### config.mk
export PLATFORM = sky130hd
export DESIGN_NAME = cv32e40p_tmr_fault_manager
export DESIGN_NICKNAME = d
export VERILOG_FILES = /design/src/rtl/cv32e40p_tmr_fault_manager.sv
export SDC_FILE = /design/constraint.sdc
export NUM_CORES = 1
export LEC_CHECK = 0
export ABC_AREA = 1
export CORE_MARGIN = 5
export CORE_UTILIZATION = 43
export CTS_CLUSTER_DIAMETER = 100
export DETAILED_ROUTE_END_ITERATION = 12
export GPL_TIMING_DRIVEN = 0
export PLACE_DENSITY = 0.71
export SETUP_SLACK_MARGIN = 0.3
export SLEW_MARGIN = 15
export SYNTH_ARGS = -nofsm -noshare
export SYNTH_HDL_FRONTEND = slang
export SYNTH_SLANG_ARGS = --single-unit
### constraint.sdc
create_clock -name clk -period 1.7 [get_ports clk]
set_input_delay 0.34 -clock clk [delete_from_list [all_inputs] [get_ports clk]]
set_output_delay 0.34 -clock clk [all_outputs]
set_load 0.03 [all_outputs]
### src/rtl/cv32e40p_tmr_fault_manager.sv
// ---------------------------------------------------------------------------
// cv32e40p_tmr_fault_manager
//
// Purpose: sequences one TMR-protected word. Votes the three replica words
// bitwise and tracks how often each replica disagrees with the majority
// using leaky saturating counters. A replica whose count reaches THRESH is
// handed to the resync machinery. A replica that needs MAX_RETRY resyncs is
// retired, and the word then runs in duplex (DEGRADED) mode until clear_i or
// reset.
//
// Ports:
//   clk, rst_n       clock, asynchronous active-low reset
//   valid_i          replica words valid this cycle
//   res1_i..res3_i   replica words (index 0..2 internally)
//   clear_i          synchronous clear of all fault state
//   resync_ack_i     resync of resync_idx_o has completed
//   voted_o          registered voted word, held while valid_i=0
//   voted_valid_o    voted_o valid
//   resync_req_o     resync request, held until acknowledged
//   resync_idx_o     replica to resync (0..2)
//   disable_o        one-hot mask of the retired replica
//   multi_o          one-cycle pulse: two or more replicas disagreed
//   fatal_o          sticky: the two survivors disagreed in DEGRADED
//   irq_o            one-cycle pulse on DEGRADED entry or on fatal_o rising
// ---------------------------------------------------------------------------
module cv32e40p_tmr_fault_manager #(
  parameter int unsigned WIDTH     = 32,
  parameter int unsigned CNT_W     = 4,
  parameter int unsigned THRESH    = 4,
  parameter int unsigned LEAK      = 16,
  parameter int unsigned MAX_RETRY = 2
) (
  input  logic             clk,
  input  logic             rst_n,
  input  logic             valid_i,
  input  logic [WIDTH-1:0] res1_i,
  input  logic [WIDTH-1:0] res2_i,
  input  logic [WIDTH-1:0] res3_i,
  input  logic             clear_i,
  input  logic             resync_ack_i,
  output logic [WIDTH-1:0] voted_o,
  output logic             voted_valid_o,
  output logic             resync_req_o,
  output logic [1:0]       resync_idx_o,
  output logic [2:0]       disable_o,
  output logic             multi_o,
  output logic             fatal_o,
  output logic             irq_o
);

  localparam int unsigned LeakW  = $clog2(LEAK);
  localparam int unsigned RetryW = $clog2(MAX_RETRY + 1);

  localparam logic [CNT_W-1:0]  CntMax    = '1;
  localparam logic [CNT_W-1:0]  ThreshC   = CNT_W'(THRESH);
  localparam logic [LeakW-1:0]  LeakLast  = LeakW'(LEAK - 1);
  localparam logic [RetryW-1:0] RetryLast = RetryW'(MAX_RETRY - 1);

  typedef enum logic [1:0] {
    StNormal,
    StResync,
    StDegraded
  } state_e;

  state_e                        state_q;
  logic [2:0][CNT_W-1:0]         cnt_q, cnt_d;
  logic [LeakW-1:0]              leak_q, leak_d;
  logic [2:0][RetryW-1:0]        retry_q;
  logic                          req_q;
  logic [1:0]                    resync_idx_q;
  logic [2:0]                    disable_q;
  logic                          multi_q, fatal_q, irq_q;
  logic [WIDTH-1:0]              voted_q;
  logic                          voted_valid_q;

  logic [2:0][WIDTH-1:0]         res;
  logic [WIDTH-1:0]              maj;
  logic [2:0]                    dis;
  logic                          twoPlus;
  logic [WIDTH-1:0]              survA, survB;
  logic                          overAny;
  logic [1:0]                    overIdx;
  logic                          ackTaken;

  assign res     = {res3_i, res2_i, res1_i};
  assign maj     = (res1_i & res2_i) | (res1_i & res3_i) | (res2_i & res3_i);
  assign twoPlus = (dis[0] & dis[1]) | (dis[0] & dis[2]) | (dis[1] & dis[2]);

  always_comb begin
    dis = '0;
    for (int k = 0; k < 3; k++) begin
      dis[k] = |(res[k] ^ maj);
    end
  end

  // The two survivors in duplex mode; survA is the lower index and feeds voted_o.
  always_comb begin
    survA = res1_i;
    survB = res2_i;
    if (disable_q[0]) begin
      survA = res2_i;
      survB = res3_i;
    end else if (disable_q[1]) begin
      survA = res1_i;
      survB = res3_i;
    end
  end

  // Lowest-index replica at or above threshold; the descending scan lets the
  // lowest index win.
  always_comb begin
    overAny = 1'b0;
    overIdx = 2'd0;
    for (int k = 2; k >= 0; k--) begin
      if (cnt_q[k] >= ThreshC) begin
        overAny = 1'b1;
        overIdx = 2'(k);
      end
    end
  end

  assign ackTaken = (state_q == StResync) && resync_ack_i && !clear_i;

  // Counters only move on valid cycles outside DEGRADED. An acknowledged
  // resync zeroes its replica's counter, overriding the same cycle's update.
  always_comb begin
    cnt_d  = cnt_q;
    leak_d = leak_q;
    if (valid_i && (state_q != StDegraded)) begin
      if (|dis) begin
        leak_d = '0;
        for (int k = 0; k < 3; k++) begin
          if (dis[k] && !disable_q[k] && (cnt_q[k] != CntMax)) begin
            cnt_d[k] = cnt_q[k] + 1'b1;
          end
        end
      end else if (leak_q == LeakLast) begin
        leak_d = '0;
        for (int k = 0; k < 3; k++) begin
          if ((cnt_q[k] != '0) && !disable_q[k]) begin
            cnt_d[k] = cnt_q[k] - 1'b1;
          end
        end
      end else begin
        leak_d = leak_q + 1'b1;
      end
    end
    if (ackTaken) begin
      cnt_d[resync_idx_q] = '0;
    end
    if (clear_i) begin
      cnt_d  = '0;
      leak_d = '0;
    end
  end

  always_ff @(posedge clk or negedge rst_n) begin
    if (!rst_n) begin
      cnt_q  <= '0;
      leak_q <= '0;
    end else begin
      cnt_q  <= cnt_d;
      leak_q <= leak_d;
    end
  end

  // Voted word pipeline; clear_i deliberately does not touch it.
  always_ff @(posedge clk or negedge rst_n) begin
    if (!rst_n) begin
      voted_q       <= '0;
      voted_valid_q <= 1'b0;
    end else begin
      voted_valid_q <= valid_i;
      if (valid_i) begin
        voted_q <= (state_q == StDegraded) ? survA : maj;
      end
    end
  end

  // Fault sequencer. clear_i skips every state transition and event.
  always_ff @(posedge clk or negedge rst_n) begin
    if (!rst_n) begin
      state_q      <= StNormal;
      req_q        <= 1'b0;
      resync_idx_q <= 2'd0;
      retry_q      <= '0;
      disable_q    <= '0;
      fatal_q      <= 1'b0;
      irq_q        <= 1'b0;
      multi_q      <= 1'b0;
    end else begin
      irq_q   <= 1'b0;
      multi_q <= valid_i & twoPlus;
      if (clear_i) begin
        state_q   <= StNormal;
        req_q     <= 1'b0;
        retry_q   <= '0;
        disable_q <= '0;
        fatal_q   <= 1'b0;
      end else begin
        case (state_q)
          StNormal: begin
            if (overAny) begin
              state_q      <= StResync;
              req_q        <= 1'b1;
              resync_idx_q <= overIdx;
            end
          end
          StResync: begin
            if (resync_ack_i) begin
              req_q <= 1'b0;
              if (retry_q[resync_idx_q] == RetryLast) begin
                disable_q[resync_idx_q] <= 1'b1;
                irq_q                   <= 1'b1;
                state_q                 <= StDegraded;
              end else begin
                retry_q[resync_idx_q] <= retry_q[resync_idx_q] + 1'b1;
                state_q               <= StNormal;
              end
            end
          end
          StDegraded: begin
            if (valid_i && (survA != survB) && !fatal_q) begin
              fatal_q <= 1'b1;
              irq_q   <= 1'b1;
            end
          end
          default: state_q <= StNormal;
        endcase
      end
    end
  end

  assign voted_o       = voted_q;
  assign voted_valid_o = voted_valid_q;
  assign resync_req_o  = req_q;
  assign resync_idx_o  = resync_idx_q;
  assign disable_o     = disable_q;
  assign multi_o       = multi_q;
  assign fatal_o       = fatal_q;
  assign irq_o         = irq_q;

endmodule

# Yosys cells after proc, flatten, opt, wreduce, memory -nomap -nowiden
# Cells that the tools add are included.
# W data, S select, Z words.
dict set report totals {
  ff_bits 66
  in_bits 101
  elab_cells 160
}
dict set report op_classes {
  n_addsub 8
  n_lt_le_gt_ge 5
  n_eq_ne 13
  mux 59
  n_bitwise 18
  n_reduce_logical 41
}
# operator count
set ops {}
lappend ops {{$mux W32} 4}
lappend ops {{$and A32 B32 Y32} 3}
lappend ops {{$reduce_or A32 Y1} 3}
lappend ops {{$reduce_or A96 Y1} 1}
lappend ops {{$xor A32 B32 Y32} 3}
lappend ops {{$or A32 B32 Y32} 2}
lappend ops {{$mux W12} 5}
lappend ops {{$mux W4} 11}
lappend ops {{$ne A32 B32 Y1} 1}
lappend ops {{$mux W6} 4}
lappend ops {{$mux W2} 9}
lappend ops {{$add A4 B1 Y4 const B} 4}
lappend ops {{$logic_and A1 B1 Y1} 15}
lappend ops {{$reduce_and A3 Y1} 5}
lappend ops {{$mux W1} 14}
lappend ops {{$and A12 B12 Y12} 1}
lappend ops {{$ge A4 B3 Y1 const B} 3}
lappend ops {{$mux W3} 4}
lappend ops {{$ne A4 B4 Y1 const B} 3}
lappend ops {{$not A12 Y12} 1}
lappend ops {{$reduce_bool A2 Y1} 6}
lappend ops {{$reduce_bool A4 Y1} 3}
lappend ops {{$sub A4 B1 Y4 const B} 3}
lappend ops {{$demux W4 S2} 1}
lappend ops {{other kinds (22)} 35}

# Logic depth before layout (Yosys ltp)
# Gate-level depths: netlist of run 1.
dict set report logic_depth {
  ltp_word 13
  ltp_mapped 16
  mapped_depth_nobuf 15
}

# Least setup slack after synthesis of run 1
# No wires, ideal clock.
dict set report synth_timing {
  path_kind {register -> register}
  from {register disable_q[0] (netlist: disable_o[0])}
  to {register fatal_q (netlist: fatal_o)}
  arrival_ps 1766
  required_ps 1565
  setup_slack_ps -201
  stages_incl_launch_ff 11
  path_buffers 1
  path_cell_list {dfrtp_1 > nor2_4 > clkbuf_1 > o21ai_0 > xor2_1 > nor3_1 > nand2_1 > nor2_1 > nand2_1 > nand2_1 > a21oi_1}
}
dict set report synth_via {
  elab_chain_cells 6
  word_cells_on_any_way 7
}
# item line
set synth_lines {}
lappend synth_lines {{from (decl)} 71} ;# logic [2:0] disable_q;
lappend synth_lines {{from (signal assigned)} 187} ;# disable_q <= '0;
lappend synth_lines {{from (signal assigned)} 198} ;# disable_q <= '0;
lappend synth_lines {{from (signal, indexed assignment)} 213} ;# disable_q[resync_idx_q] <= 1'b1;
lappend synth_lines {{$mux W32} 100} ;# if (disable_q[0]) begin
lappend synth_lines {{$ne A32 B32 Y1 *} 223} ;# if (valid_i && (survA != survB) && !fatal_q) begin
lappend synth_lines {{$logic_and A1 B1 Y1 * (2 in series)} 223}
lappend synth_lines {{$reduce_bool A2 Y1 (no source line) *} n/a}
lappend synth_lines {{$reduce_and A2 Y1 (no source line) *} n/a}
lappend synth_lines {{to (signal assigned)} 188} ;# fatal_q <= 1'b0;
lappend synth_lines {{to (signal assigned)} 199} ;# fatal_q <= 1'b0;
lappend synth_lines {{to (signal assigned)} 224} ;# fatal_q <= 1'b1;
lappend synth_lines {{to (decl)} 72} ;# logic multi_q, fatal_q, irq_q;
# Mark *: on every way between the ends. The rest lies on a longest branch, timed or not.
# A chain may end at the register's enable or synchronous reset.

# Worst setup path after layout of run 1
# Ends and elaborated chain as after synthesis.

==> run_results.csv, run 1 <==
group,metric,value,unit
yosys,ys_async_sr_fraction,100,%
global_route,first_global_vias,8197,
global_route,antenna_found_initial,0,
die,core,16500,sq um
yosys,synth_top_flop_cell,"dfrtp_1",
yosys,syn_area,7240,sq um
layout,layout_commonest_cell,"nand2_1",
clock_tree,h-tree-depth,3,
clock_tree,clkSinkCount,66,
yosys,seq_area_frac_synth,22.8,%
die,start_util,43.8,%
timing,fmax,453,MHz
critical_path,endpoint_kind,"flop",
clock_tree,path_clk_slew,0.07,ns
layout,final_area,11400,sq um
critical_path,cp_slowest_stage_delay,0.46,ns
yosys,yosysTopAreaCell,"dfrtp_1",
global_route,grt_overflow,0,
global_route,grt_max_degree,37,
pwr,vdd_drop_max,0.000534,V
timing,setup_viol,4,
worst_hold_path,hold_class,"input pin to flop",
yosys,syn_inst,1256,
pwr,p_total,7.60,mW
yosys,yosys_warnings,0,
layout,drive_above_1_share,40.7,%
layout,utilization,68.7,%
critical_path,cp_data_arrival_time,2.44,ns
place,dpl.hpwl,20400,um
die,fp-row-count,47,
timing,clock-skew-final,0.00688,ns
layout,antennaDiodeCount,0,
timing,hold_ws,0.336,ns
route,finalWirelength,30200,um
die,fp.dieW,140,um
clock_tree,cts_tree,"done",
timing,rsz0062_at_grt,"yes",
route,ant_nets,0,
timing,max_slew_margin,55.6,%
yosys,ys_top_cells_by_area,"dfrtp_1, nand2_1, nand3_1",
yosys,synth-edff-count,0,
place,place_area,9050,sq um
yosys,ys_ff_latch,66,
clock_tree,cts-root-buf,"clkbuf_16",
status,outcome,"finished with violations",
status,violations,"negative setup slack",
route,first_iter_violations,1028,
route,via_count,9598,
place,io_buffer_count,133,
critical_path,cp_cell_sequence,"nor2_4 > buf_6 > buf_12 > nand2_2 > o21ai_1 > xor2_1 > nand3_1 > nor2_1 > nand4_1 > nor2_2 > nand2_4 > nand2_4 > a21oi_2",
clock_tree,clkLatencyLatePin,0.35,ns
pwr,p_leak,5.33,nW
timing,hold_violations,0,
timing,period_share,130,%
critical_path,start_kind,"flop",
critical_path,cp_common_cell,"nand2_4",
timing,setup_ws,-0.508,ns
critical_path,rr_worst_depth,13,
die,die_h,140,um
critical_path,worst-path-max-fanout,10,
place,gp_congestion,0.978,
timing,fin_crit,2.21,ns
pwr,power_density,669,nW/um^2
clock_tree,cts_buffers,9,
yosys,avgSynthCellArea,5.76,sq um
route,drt-pass1-iter-count,6,
layout,finalNetCount,1571,
worst_hold_path,whs_path_depth,3,
run,max_cap_viol_count,0,
route,via_per_inst,5.70,
yosys,synth_top_area_share,22.8,%
critical_path,slowest_stage,"dfrtp_2",
timing,drv_slew,0,
route,post_drt_wl_per_cell,17.9,um
global_route,grt.total_usage,28.4,%
global_route,grt_pass1_wl,44300,um
layout,fill_cells,1351,
die,dieArea,19500,sq um
timing,worstMarginPinSlew,0.666,ns
layout,final_cell_mix,"nand2_1, nand3_1, o21ai_0",
route,route.detailed.drc,0,
clock_tree,cts_buffer_depth,2,
critical_path,worstPathRequired,1.93,ns
layout,post_layout_nonfiller_instances,1683,
die,io_pins,143,
critical_path,crit_type,"flop to flop",
yosys,synth_nets,1369,
layout,area_growth,56.9,%
place,placed_cells,1610,
yosys,yosysUniqueCellTypes,38,
## sequential cells by signal, indices dropped and copies added, names as in the netlist
name	flops
voted_valid_o	1
leak_q	4
state_q	2
irq_o	1
resync_req_o	1
voted_o	32
multi_o	1
disable_o	3
cnt_q	12
fatal_o	1
resync_idx_o	2
retry_q	6
## cells by family (layout without fill, tap and decap cells)
| kind of cell | after synthesis | after routing | synth area share, % |
|---|---|---|---|
| buf+inv | 203 | 410 | 11.1 |
| simple gates | 713 | 713 | 42.1 |
| compound gates | 225 | 225 | 17.4 |
| fa+ha+maj | 12 | 12 | 2.07 |
| xor+xnor | 37 | 37 | 4.48 |
| flops | 66 | 66 | 22.8 |
## critical path: cells and delay by family (launching register included)
kind | cells | cell delay [ns]
buf+inv | 2 | 0.27
compound gates | 2 | 0.14
simple gates | 8 | 0.97
xor+xnor | 1 | 0.25
flops | 1 | 0.46
## path summary, 6_finish.rpt
path                                    from      endpoint  slack (ns)
worst min-delay path               res3_i[9]    voted_o[9]        0.34
min in group asynchronous              rst_n   voted_o[28]        0.49
worst max-delay path            disable_o[0]       fatal_o       -0.51
worst max register to register  disable_o[0]       fatal_o       -0.51
max in group asynchronous              rst_n  disable_o[1]        0.60
worst min register to register    voted_o[8]    voted_o[8]        0.50
## Yosys cell counts (7+ instances only)
cell	n
nand2_1	341
nand3_1	214
inv_1	146
o21ai_0	140
nor2_1	117
dfrtp_1	66
a21oi_1	37
xor2_1	34
buf_2	18
inv_2	18
clkbuf_1	15
nand4_1	15
o211ai_1	14
ha_1	12
nor3_1	11
o311ai_0	11
o221ai_1	7
## final cells by class
class	count	area, sq um	area share (%)
Clock inverter	6	71.3	0.628
Tap cell	220	275	2.42
Inverter	165	714	6.29
Timing Repair Buffer	191	1940	17.1
Clock buffer	10	239	2.10
Sequential cell	66	1660	14.6
Buffer	38	482	4.24
Multi-Input combinational cell	987	5970	52.6
## layer usage
layer,GRT usage [%],routed length (um),vias to the layer above
met5,0,0,-
met4,11.2,1100,0
met3,4.49,2960,85
met2,43.3,13600,496
met1,40.3,12500,4433
li1,-,-,4584
## power breakdown
group / total (mW) / internal, mW / leakage (nW) / switching (mW)
Clock: 2.05 / 1.19 / 0.146 / 0.853
Sequential: 1.96 / 1.76 / 0.836 / 0.198
Combinational: 3.59 / 1.46 / 4.35 / 2.14
Total: 7.60 / 4.41 / 5.33 / 3.19
## metrics by stage
stage / TNS [ns] / setup slack, ns
finish: -1.04 / -0.508
CTS: -1.63 / -0.471
global route: -1.51 / -0.566
global placement: -200.88 / -2.70
floorplan: -0.142 / -0.0779
detailed placement: -42.58 / -0.950
## timing repair
action                                  CTS  global route
resized for setup                       498           675
endpoints found under the hold margin    30             0
hold buffers                              1             0
cloned                                    3             1
buffers inserted                         37            15
pin swaps                                46           126
endpoints found under the setup margin  107            69
Power figures use the tool's default switching activity.
==> run 2: changes to the inputs <==
SKIP_CTS_REPAIR_TIMING = 1   (was default)
==> run_results.csv, run 2 (synthesis gave the netlist of run 1 again) <==
group,metric,value,unit
status,outcome,"finished with violations",
status,violations,"negative setup slack",
layout,finalNetCount,1559,
critical_path,worst-path-max-fanout,7,
clock_tree,path_clk_slew,0.06,ns
pwr,p_leak,5.47,nW
die,io_pins,143,
run,max_cap_viol_count,0,
route,drt-pass1-iter-count,5,
critical_path,start_kind,"flop",
route,via_per_inst,5.61,
timing,hold_violations,0,
global_route,antenna_found_initial,0,
die,fp-row-count,47,
worst_hold_path,hold_class,"input pin to flop",
critical_path,cp_common_cell,"nand2_2",
place,gp_congestion,0.978,
layout,utilization,64.6,%
timing,max_slew_margin,63.3,%
timing,clock-skew-final,0.00832,ns
route,post_drt_wl_per_cell,17.2,um
critical_path,crit_type,"flop to flop",
global_route,grt_max_degree,37,
timing,hold_ws,0.238,ns
timing,fmax,456,MHz
die,start_util,43.8,%
pwr,power_density,663,nW/um^2
layout,largest_reg_flops,32,
route,first_iter_violations,713,
clock_tree,clkLatencyLatePin,0.34,ns
die,core,16500,sq um
global_route,grt.total_usage,26.7,%
die,fp.dieW,140,um
pwr,p_total,7.07,mW
pwr,vdd_drop_max,0.000470,V
layout,drive_above_1_share,33.1,%
layout,layout_commonest_cell,"nand2_1",
die,die_h,140,um
clock_tree,h-tree-depth,3,
critical_path,worstPathRequired,1.93,ns
timing,worstMarginPinSlew,0.550,ns
timing,period_share,129,%
timing,setup_ws,-0.491,ns
route,route.detailed.drc,0,
die,dieArea,19500,sq um
timing,drv_slew,0,
critical_path,cpLargestDelayFamily,"simple AND/OR/NAND/NOR gates",
global_route,first_global_vias,7729,
layout,area_growth,47.4,%
clock_tree,cts_buffer_depth,2,
layout,post_layout_nonfiller_instances,1671,
critical_path,cp_cell_sequence,"nor2_4 > buf_6 > buf_12 > buf_4 > o21ai_0 > xor2_1 > o21ai_2 > nor3_1 > nand2_1 > nor2_1 > nand2_2 > nand2_2 > a21oi_2",
place,io_buffer_count,133,
critical_path,crit_buf_inv,3,
critical_path,cp_slowest_stage_delay,0.44,ns
global_route,grt_overflow,0,
route,via_count,9379,
route,finalWirelength,28700,um
place,dpl.hpwl,20400,um
clock_tree,cts_buffers,9,
critical_path,endpoint_kind,"flop",
layout,final_cell_mix,"nand2_1, nand3_1, o21ai_0",
layout,antennaDiodeCount,0,
timing,fin_crit,2.19,ns
timing,setup_viol,5,
critical_path,cp_data_arrival_time,2.42,ns
place,placed_cells,1610,
clock_tree,clkSinkCount,66,
global_route,grt_pass1_wl,41400,um
timing,rsz0062_at_grt,"yes",
clock_tree,cts_tree,"done",
clock_tree,cts-root-buf,"clkbuf_16",
critical_path,slowest_stage,"dfrtp_2",
route,ant_nets,0,
## run 2: cell types whose count changed in the layout (fill, tap and decap cells not counted), sizes merged
cell / previous run / this run
clkinvlp: 2 / 3
dlymetal6s2s: 0 / 34
clkbuf: 31 / 38
clkdlybuf4s15: 35 / 0
inv: 167 / 166
buf: 170 / 152
## run 2: metal layers
metal,part of all wire (%),global-route usage [%]
met5,0,0
met4,4.5,11.4
met2,44,39.0
met3,9.1,4.80
met1,43,38.5
## run 2: layout make-up
type	instances	area, sq um
inverter	165	703
fill	1450	5860
sequential	66	1660
tap	220	275
clock inverter	6	71.3
clock buffer	10	239
buffer	38	438
multi-input combinational	987	5510
timing repair buffer	179	1770
## run 2: where the power goes
group          internal [mW]  switching [mW]  leakage (nW)  total [mW]
registers               1.76           0.194         0.841        1.96
logic                   1.19            1.89          4.48        3.08
clock network           1.19           0.835         0.146        2.03
## run 2: worst paths after layout
path | start | end | slack [ns] | cells after the start
min reg2reg | voted_o[29] | voted_o[29] | 0.50 | 2
min in group asynchronous | rst_n | voted_o[28] | 0.49 | 2
max in group asynchronous | rst_n | disable_o[1] | 0.61 | 3
max reg2reg | disable_o[0] | fatal_o | -0.49 | 13
max | disable_o[0] | fatal_o | -0.49 | 13
min | valid_i | voted_valid_o | 0.24 | 1
## run 2: worst register-to-register path: cells and delay by family (launching register included)
family,cells,cell delay (ns)
XOR/XNOR,1,0.20
flip-flops,1,0.44
AO/OA/AOI/OAI,3,0.35
AND/OR/NAND/NOR,6,0.68
buffers and inverters,3,0.39
## run 2: stage by stage
| step | setup WS (ns) | setup TNS [ns] | instance area [sq um] |
|---|---|---|---|
| 3_5_place_dp | -0.950 | -42.58 | 9050 |
| 6_report | -0.491 | -1.18 | 10700 |
| 2_1_floorplan | -0.0779 | -0.142 | 7430 |
| 5_1_grt | -0.600 | -2.71 | 10700 |
| 4_1_cts | -0.882 | -26.79 | 9360 |
| 3_3_place_gp | -2.70 | -200.88 | 9030 |
